`config.mk`:
```
export PLATFORM = sky130hd
export DESIGN_NAME = cache_refill_ctrl
export DESIGN_NICKNAME = d
export VERILOG_FILES = /design/src/rtl/cache_pkg.sv /design/src/rtl/cache_tag_array.sv /design/src/rtl/cache_refill_ctrl.sv
export SDC_FILE = /design/constraint.sdc
export NUM_CORES = 2
export LEC_CHECK = 0
export CORE_MARGIN = 10
export CORE_UTILIZATION = 45
export DETAILED_ROUTE_END_ITERATION = 16
export HOLD_SLACK_MARGIN = 0.06
export PLACE_DENSITY = 0.6
export SLEW_MARGIN = 20
export SYNTH_ARGS = -nofsm -noshare
export SYNTH_HDL_FRONTEND = slang
export SYNTH_SLANG_ARGS = --single-unit
export TNS_END_PERCENT = 1
```
`constraint.sdc`:
```
create_clock -name clk -period 8.25 [get_ports clk]
set_clock_uncertainty 0.05 [all_clocks]
set_input_delay 2.475 -clock clk [delete_from_list [all_inputs] [get_ports clk]]
set_output_delay 2.475 -clock clk [all_outputs]
set_load 0.005 [all_outputs]
```
`src/rtl/cache_pkg.sv`:
```
// cache_pkg: shared types and helpers for the blocked data cache refill controller.
package cache_pkg;
    localparam logic [1:0] DT_WORD = 2'b00;
    localparam logic [1:0] DT_BYTE = 2'b01;
    localparam logic [1:0] DT_HALF = 2'b10;

    typedef struct packed {
        logic             valid;
        logic [7:0]       tag;
        logic [3:0][31:0] word;
    } cache_line_t;

    typedef enum logic [1:0] {IDLE, REFILL, RESP, WRITE} ctrl_state_t;

    // Type 2'b11 falls through to a full-word enable; halfwords ignore a[0].
    function automatic logic [3:0] be_from_type(input logic [1:0] dt, input logic [1:0] a);
        return dt == DT_HALF ? 4'b0011 << {a[1], 1'b0} : dt == DT_BYTE ? 4'b0001 << a : 4'hF;
    endfunction
endpackage

```
`src/rtl/cache_tag_array.sv`:
```
// cache_tag_array: 16-set line storage, async read port, word/byte-enabled write port.
module cache_tag_array
    import cache_pkg::*;
(
    input  logic        clk,
    input  logic        rst,
    input  logic [3:0]  rd_set,
    output cache_line_t rd_line,
    input  logic        we,
    input  logic [3:0]  wr_set,
    input  logic [3:0]  wr_word_en,
    input  logic [3:0]  wr_be,
    input  logic [31:0] wr_data,
    input  logic        wr_tag_en,
    input  logic [7:0]  wr_tag,
    input  logic        wr_valid
);
    cache_line_t lines [16];

    assign rd_line = lines[rd_set];

    always_ff @(posedge clk) begin
        if (rst) begin
            for (int i = 0; i < 16; i++) lines[i].valid <= 1'b0;
        end else if (we) begin
            for (int w = 0; w < 4; w++)
                for (int b = 0; b < 4; b++)
                    if (wr_word_en[w] && wr_be[b]) lines[wr_set].word[w][8*b +: 8] <= wr_data[8*b +: 8];
            if (wr_tag_en) begin
                lines[wr_set].tag   <= wr_tag;
                lines[wr_set].valid <= wr_valid;
            end
        end
    end
endmodule

```
`src/rtl/cache_refill_ctrl.sv`:
```
// cache_refill_ctrl: load/store sequencer with 4-beat read-miss refill and write-through stores.
// Optional CACHE_CRITICAL_WORD_FIRST_EN: refill starts at the requested word and responds early.
module cache_refill_ctrl
    import cache_pkg::*;
#(
    parameter int ADDR_WIDTH = 16,
    parameter int DATA_WIDTH = 32,
    parameter int TAG_WIDTH  = 8,
    parameter int SET_BITS   = 4
) (
    input  logic                  clk,
    input  logic                  rst,
    input  logic                  req_valid,
    input  logic                  req_we,
    input  logic [ADDR_WIDTH-1:0] req_addr,
    input  logic [DATA_WIDTH-1:0] req_wdata,
    input  logic [1:0]            req_type,
    output logic                  stall,
    output logic                  rvalid,
    output logic [DATA_WIDTH-1:0] rdata,
    output logic                  mem_req,
    output logic                  mem_we,
    output logic [ADDR_WIDTH-1:0] mem_addr,
    output logic [DATA_WIDTH-1:0] mem_wdata,
    output logic [3:0]            mem_be,
    input  logic                  mem_ack,
    input  logic [DATA_WIDTH-1:0] mem_rdata
);
    ctrl_state_t           state;
    logic [ADDR_WIDTH-1:2] addr;
    logic [1:0]            beat, cnt, start;
    logic [ADDR_WIDTH-1:0] cur_addr;
    logic [SET_BITS-1:0]   rd_set;
    cache_line_t           rd_line;
    logic                  hit, refill_ack, store_ack;

    // In IDLE the incoming request is probed; otherwise the latched one.
    assign cur_addr   = state == IDLE ? req_addr : {addr, 2'b00};
    assign rd_set     = cur_addr[4 +: SET_BITS];
    assign hit        = rd_line.valid && rd_line.tag == cur_addr[ADDR_WIDTH-1 -: TAG_WIDTH];
    assign refill_ack = state == REFILL && mem_ack;
    assign store_ack  = state == WRITE && mem_ack && hit;
    assign stall      = state == REFILL || (state == WRITE && !mem_ack) ||
                        (state == IDLE && req_valid && (req_we || !hit));
`ifdef CACHE_CRITICAL_WORD_FIRST_EN
    assign start = req_addr[3:2];
`else
    assign start = 2'b00;
`endif

    // Valid stays clear until the last beat lands, so an abandoned refill leaves the set invalid.
    cache_tag_array u_array (
        .clk        (clk),
        .rst        (rst),
        .rd_set     (rd_set),
        .rd_line    (rd_line),
        .we         (refill_ack || store_ack),
        .wr_set     (addr[4 +: SET_BITS]),
        .wr_word_en (refill_ack ? 4'b0001 << beat : 4'b0001 << addr[3:2]),
        .wr_be      (refill_ack ? 4'hF : mem_be),
        .wr_data    (refill_ack ? mem_rdata : mem_wdata),
        .wr_tag_en  (refill_ack),
        .wr_tag     (addr[ADDR_WIDTH-1 -: TAG_WIDTH]),
        .wr_valid   (cnt == 2'd3)
    );

    always_ff @(posedge clk) begin
        if (rst) begin
            state     <= IDLE;
            addr      <= '0;
            beat      <= '0;
            cnt       <= '0;
            rvalid    <= 1'b0;
            rdata     <= '0;
            mem_req   <= 1'b0;
            mem_we    <= 1'b0;
            mem_addr  <= '0;
            mem_wdata <= '0;
            mem_be    <= '0;
        end else begin
            rvalid <= 1'b0;
            case (state)
                IDLE: if (req_valid) begin
                    addr <= req_addr[ADDR_WIDTH-1:2];
                    if (req_we) begin
                        state     <= WRITE;
                        mem_req   <= 1'b1;
                        mem_we    <= 1'b1;
                        mem_addr  <= {req_addr[ADDR_WIDTH-1:2], 2'b00};
                        mem_be    <= be_from_type(req_type, req_addr[1:0]);
                        mem_wdata <= req_type == DT_HALF ? {2{req_wdata[15:0]}} :
                                     req_type == DT_BYTE ? {4{req_wdata[7:0]}} : req_wdata;
                    end else if (hit) begin
                        rvalid <= 1'b1;
                        rdata  <= rd_line.word[req_addr[3:2]];
                    end else begin
                        state    <= REFILL;
                        mem_req  <= 1'b1;
                        mem_we   <= 1'b0;
                        mem_be   <= 4'hF;
                        beat     <= start;
                        cnt      <= 2'd0;
                        mem_addr <= {req_addr[ADDR_WIDTH-1:4], start, 2'b00};
                    end
                end
                REFILL: if (mem_ack) begin
                    beat     <= beat + 2'd1;
                    cnt      <= cnt + 2'd1;
                    mem_addr <= {addr[ADDR_WIDTH-1:4], beat + 2'd1, 2'b00};
`ifdef CACHE_CRITICAL_WORD_FIRST_EN
                    if (cnt == 2'd0) begin
                        rvalid <= 1'b1;
                        rdata  <= mem_rdata;
                    end
`else
                    if (cnt == 2'd3) begin
                        rvalid <= 1'b1;
                        rdata  <= beat == addr[3:2] ? mem_rdata : rd_line.word[addr[3:2]];
                    end
`endif
                    if (cnt == 2'd3) begin
                        state   <= RESP;
                        mem_req <= 1'b0;
                    end
                end
                RESP: state <= IDLE;
                WRITE: if (mem_ack) begin
                    state   <= IDLE;
                    mem_req <= 1'b0;
                    mem_we  <= 1'b0;
                end
            endcase
        end
    end
endmodule

```
==> run summary <==
status: complete, no violations
initial antenna violation count: 19
post-synth top area cell: edfxtp_1
Distinct cells, synth: 81
Worst setup EP type: output port
Max Root-Sink Buffers: 3
Placer Congestion: 0.921
Synth Cell Area: 94,000 µm²
Final Max Slew Viols: 0
Core Region: 207,000 µm²
first-pass GRT wire length: 465 mm
# port buffers: 172
Skew-Pair Late Insertion Delay: 0.89 ns
Power Total: 0.0268 W
I/O pins: 175
leading post-synthesis cells by cell area: edfxtp_1 (70%), nand2_1 (5.5%), mux2i_1 (4.4%)
commonest non-fill, non-tap cell in the layout: edfxtp_1
share of cells above drive strength 1: 17.1%
Synth Flop Type: edfxtp_1
CTS Buf Count: 225
vias in the first global route: 60,200
H-tree depth: 4
crit path DAT: 5.60 ns
critical path fanouts, max: 12
Startpoint Class: input pin
Die H: 477 µm
Area growth, synth to finish: 17.5%
final hold viol count: 0
slew margin rel.: 17.1%
worst slack, placed: -0.574 ns
GRT Total Usage: 28.1%
Synth top area share: 70.1%
power density cells: 243 nW/µm²
Fillers: 16,900
Post-synth ARST share: 0%
fin crit period: 8.12 ns
Mapped Cells: 6,634
WL/cell: 33.2 µm
DRC: 0
Max-Cap Viols: 0
largest net degree at the start of global routing: 118
Layout Nets: 7,081
Final Cycle Share: 98.4%
DP HPWL: 210 mm
worst setup margin: 0.129 ns
Vias/cell: 6.39
critical path class: input pin to output port
Initial Utilization: 45.3%
Synth warnings: 0
worst hold path class: register to register
Die ar.: 227,000 µm²
hold-fix buffers at CTS: 0
DR iter-0 viols: 8,918
Syn Area/Cell: 14.2 µm²
Peak VDD IR: 0.000250 V
fmax: 123 MHz
WP data required: 5.73 ns
row cnt: 167
commonest non-fill, non-tap cells in the layout: edfxtp_1 (2,192), nand2_1 (1,336), buf_4 (434)
Root Buffer Master: clkbuf_16
static leakage: 36.1 nW
RSZ-0062 raised after global routing: no
Post-Route WL: 332 mm
Synth Register Bits: 2,297
Worst-Margin Slew: 1.24 ns
# clock sinks: 2,297
FF/Latch Area: 67,900 µm²
final setup fails: 0
CTS tree: done
number of synthesized flops with an enable pin: 2,192
Die W: 477 µm
area occupied by multi-input gates: 26,000 µm²
vias: 63,900
Seq/Total Area, Yosys: 72.3%
Clock transition at path regs: 0.06 ns
ANT nets after route: 0
DRT Pass-1 Iters: 8
grt total ovfl: 0
## stage by stage
stage               instance area, µm²  setup TNS [ns]  hold slack, ns  util, %  cells
finish                          110000               0           0.426     53.2   9992
global route                    110000               0           0.438     53.2   9971
CTS                             110000               0           0.427     53.0   9969
detailed placement              103000          -0.574           0.416     49.4   9549
global placement                102000          -0.476           0.403     49.3   9547
floorplan                        94000               0           0.390        -   6635
## cell families (layout without fill, tap and decap cells)
logic type      after synthesis  after routing  synth area share, %
compound gates              939            939                 7.20
xor+xnor                      9              9               0.0839
fa+ha+maj                     1              1               0.0133
buf+inv                     506           1052                 2.46
flops                      2297           2297                 72.3
mux                         517            517                 6.82
other cells                   1             25              0.00399
simple gates               2364           2364                 11.1
## final timing paths
path                               from                endpoint  slack [ns]  cells after the start
setup / recovery            req_addr[5]                   stall        0.13                     12
hold / removal      cnt[1]$_SDFFE_PP0P_     cnt[1]$_SDFFE_PP0P_        0.43                      2
setup reg to reg  state[1]$_SDFFE_PP0P_  rdata[10]$_SDFFE_PP0P_        1.88                     13
hold reg to reg     cnt[1]$_SDFFE_PP0P_     cnt[1]$_SDFFE_PP0P_        0.43                      2
## report_power, final
part	switching (W)	internal, W
clock	0.00447	0.00589
sequential	0.0000516	0.0129
combinational	0.00249	0.000960
total	0.00701	0.0198
## worst max-delay path, stage by stage
cell,delay [ns]
dlygate4sd2_1,0.34
or3b_4,0.49
nand2_8,0.15
mux2i_1,0.25
o22ai_1,0.15
nor4_2,0.44
xor2_2,0.19
a2111oi_4,0.41
nand2_2,0.14
o21ai_2,0.16
nand2_1,0.09
dlygate4sd2_1,0.28
## what timing repair did
| action | CTS | global route |
|---|---|---|
| buffers inserted | 3 | 0 |
| pin swaps | 5 | 4 |
| gates cloned | 2 | 0 |
| setup endpoints to repair | 1 | 1 |
| resized for setup | 21 | 6 |
## registers in the layout, indices dropped and copies added, names as in the netlist
name,cells
addr,14
beat,2
cnt,2
mem_addr,14
mem_be,4
mem_req,1
mem_wdata,32
mem_we,1
rdata,32
rvalid,1
state,2
u_array.lines,2192
## routing by layer
metal,share of wire [%],vias up,track usage (%)
met5,0.045,-,0
met4,6.0,22,15.1
met3,12,806,7.81
met2,44,4164,41.7
met1,38,32500,37.6
li1,-,26400,-
## area by class of cell
type / instances / area share (%)
inverters: 7 / 0.0238
repair buffers: 630 / 4.99
multi-input cells: 3832 / 23.6
well taps: 2788 / 3.16
diodes: 23 / 0.0521
clock inverters: 116 / 1.04
flip-flops and latches: 2297 / 61.5
clock buffers: 299 / 5.62
## synth_stat cells (55+ instances only)
| cell | count |
|---|---|
| edfxtp_1 | 2192 |
| nand2_1 | 1377 |
| mux2i_1 | 411 |
| clkbuf_1 | 273 |
| nand3_1 | 242 |
| nor2_1 | 229 |
| nor4_1 | 224 |
| a32oi_1 | 223 |
| o21ai_0 | 144 |
| buf_2 | 137 |
| a21oi_1 | 112 |
| dfxtp_1 | 105 |
| mux4_2 | 98 |
| a211oi_1 | 83 |
| and3_1 | 83 |
| o22ai_1 | 75 |
| nor3_1 | 70 |
| a31oi_1 | 55 |
(Power assumes the default switching activity.)
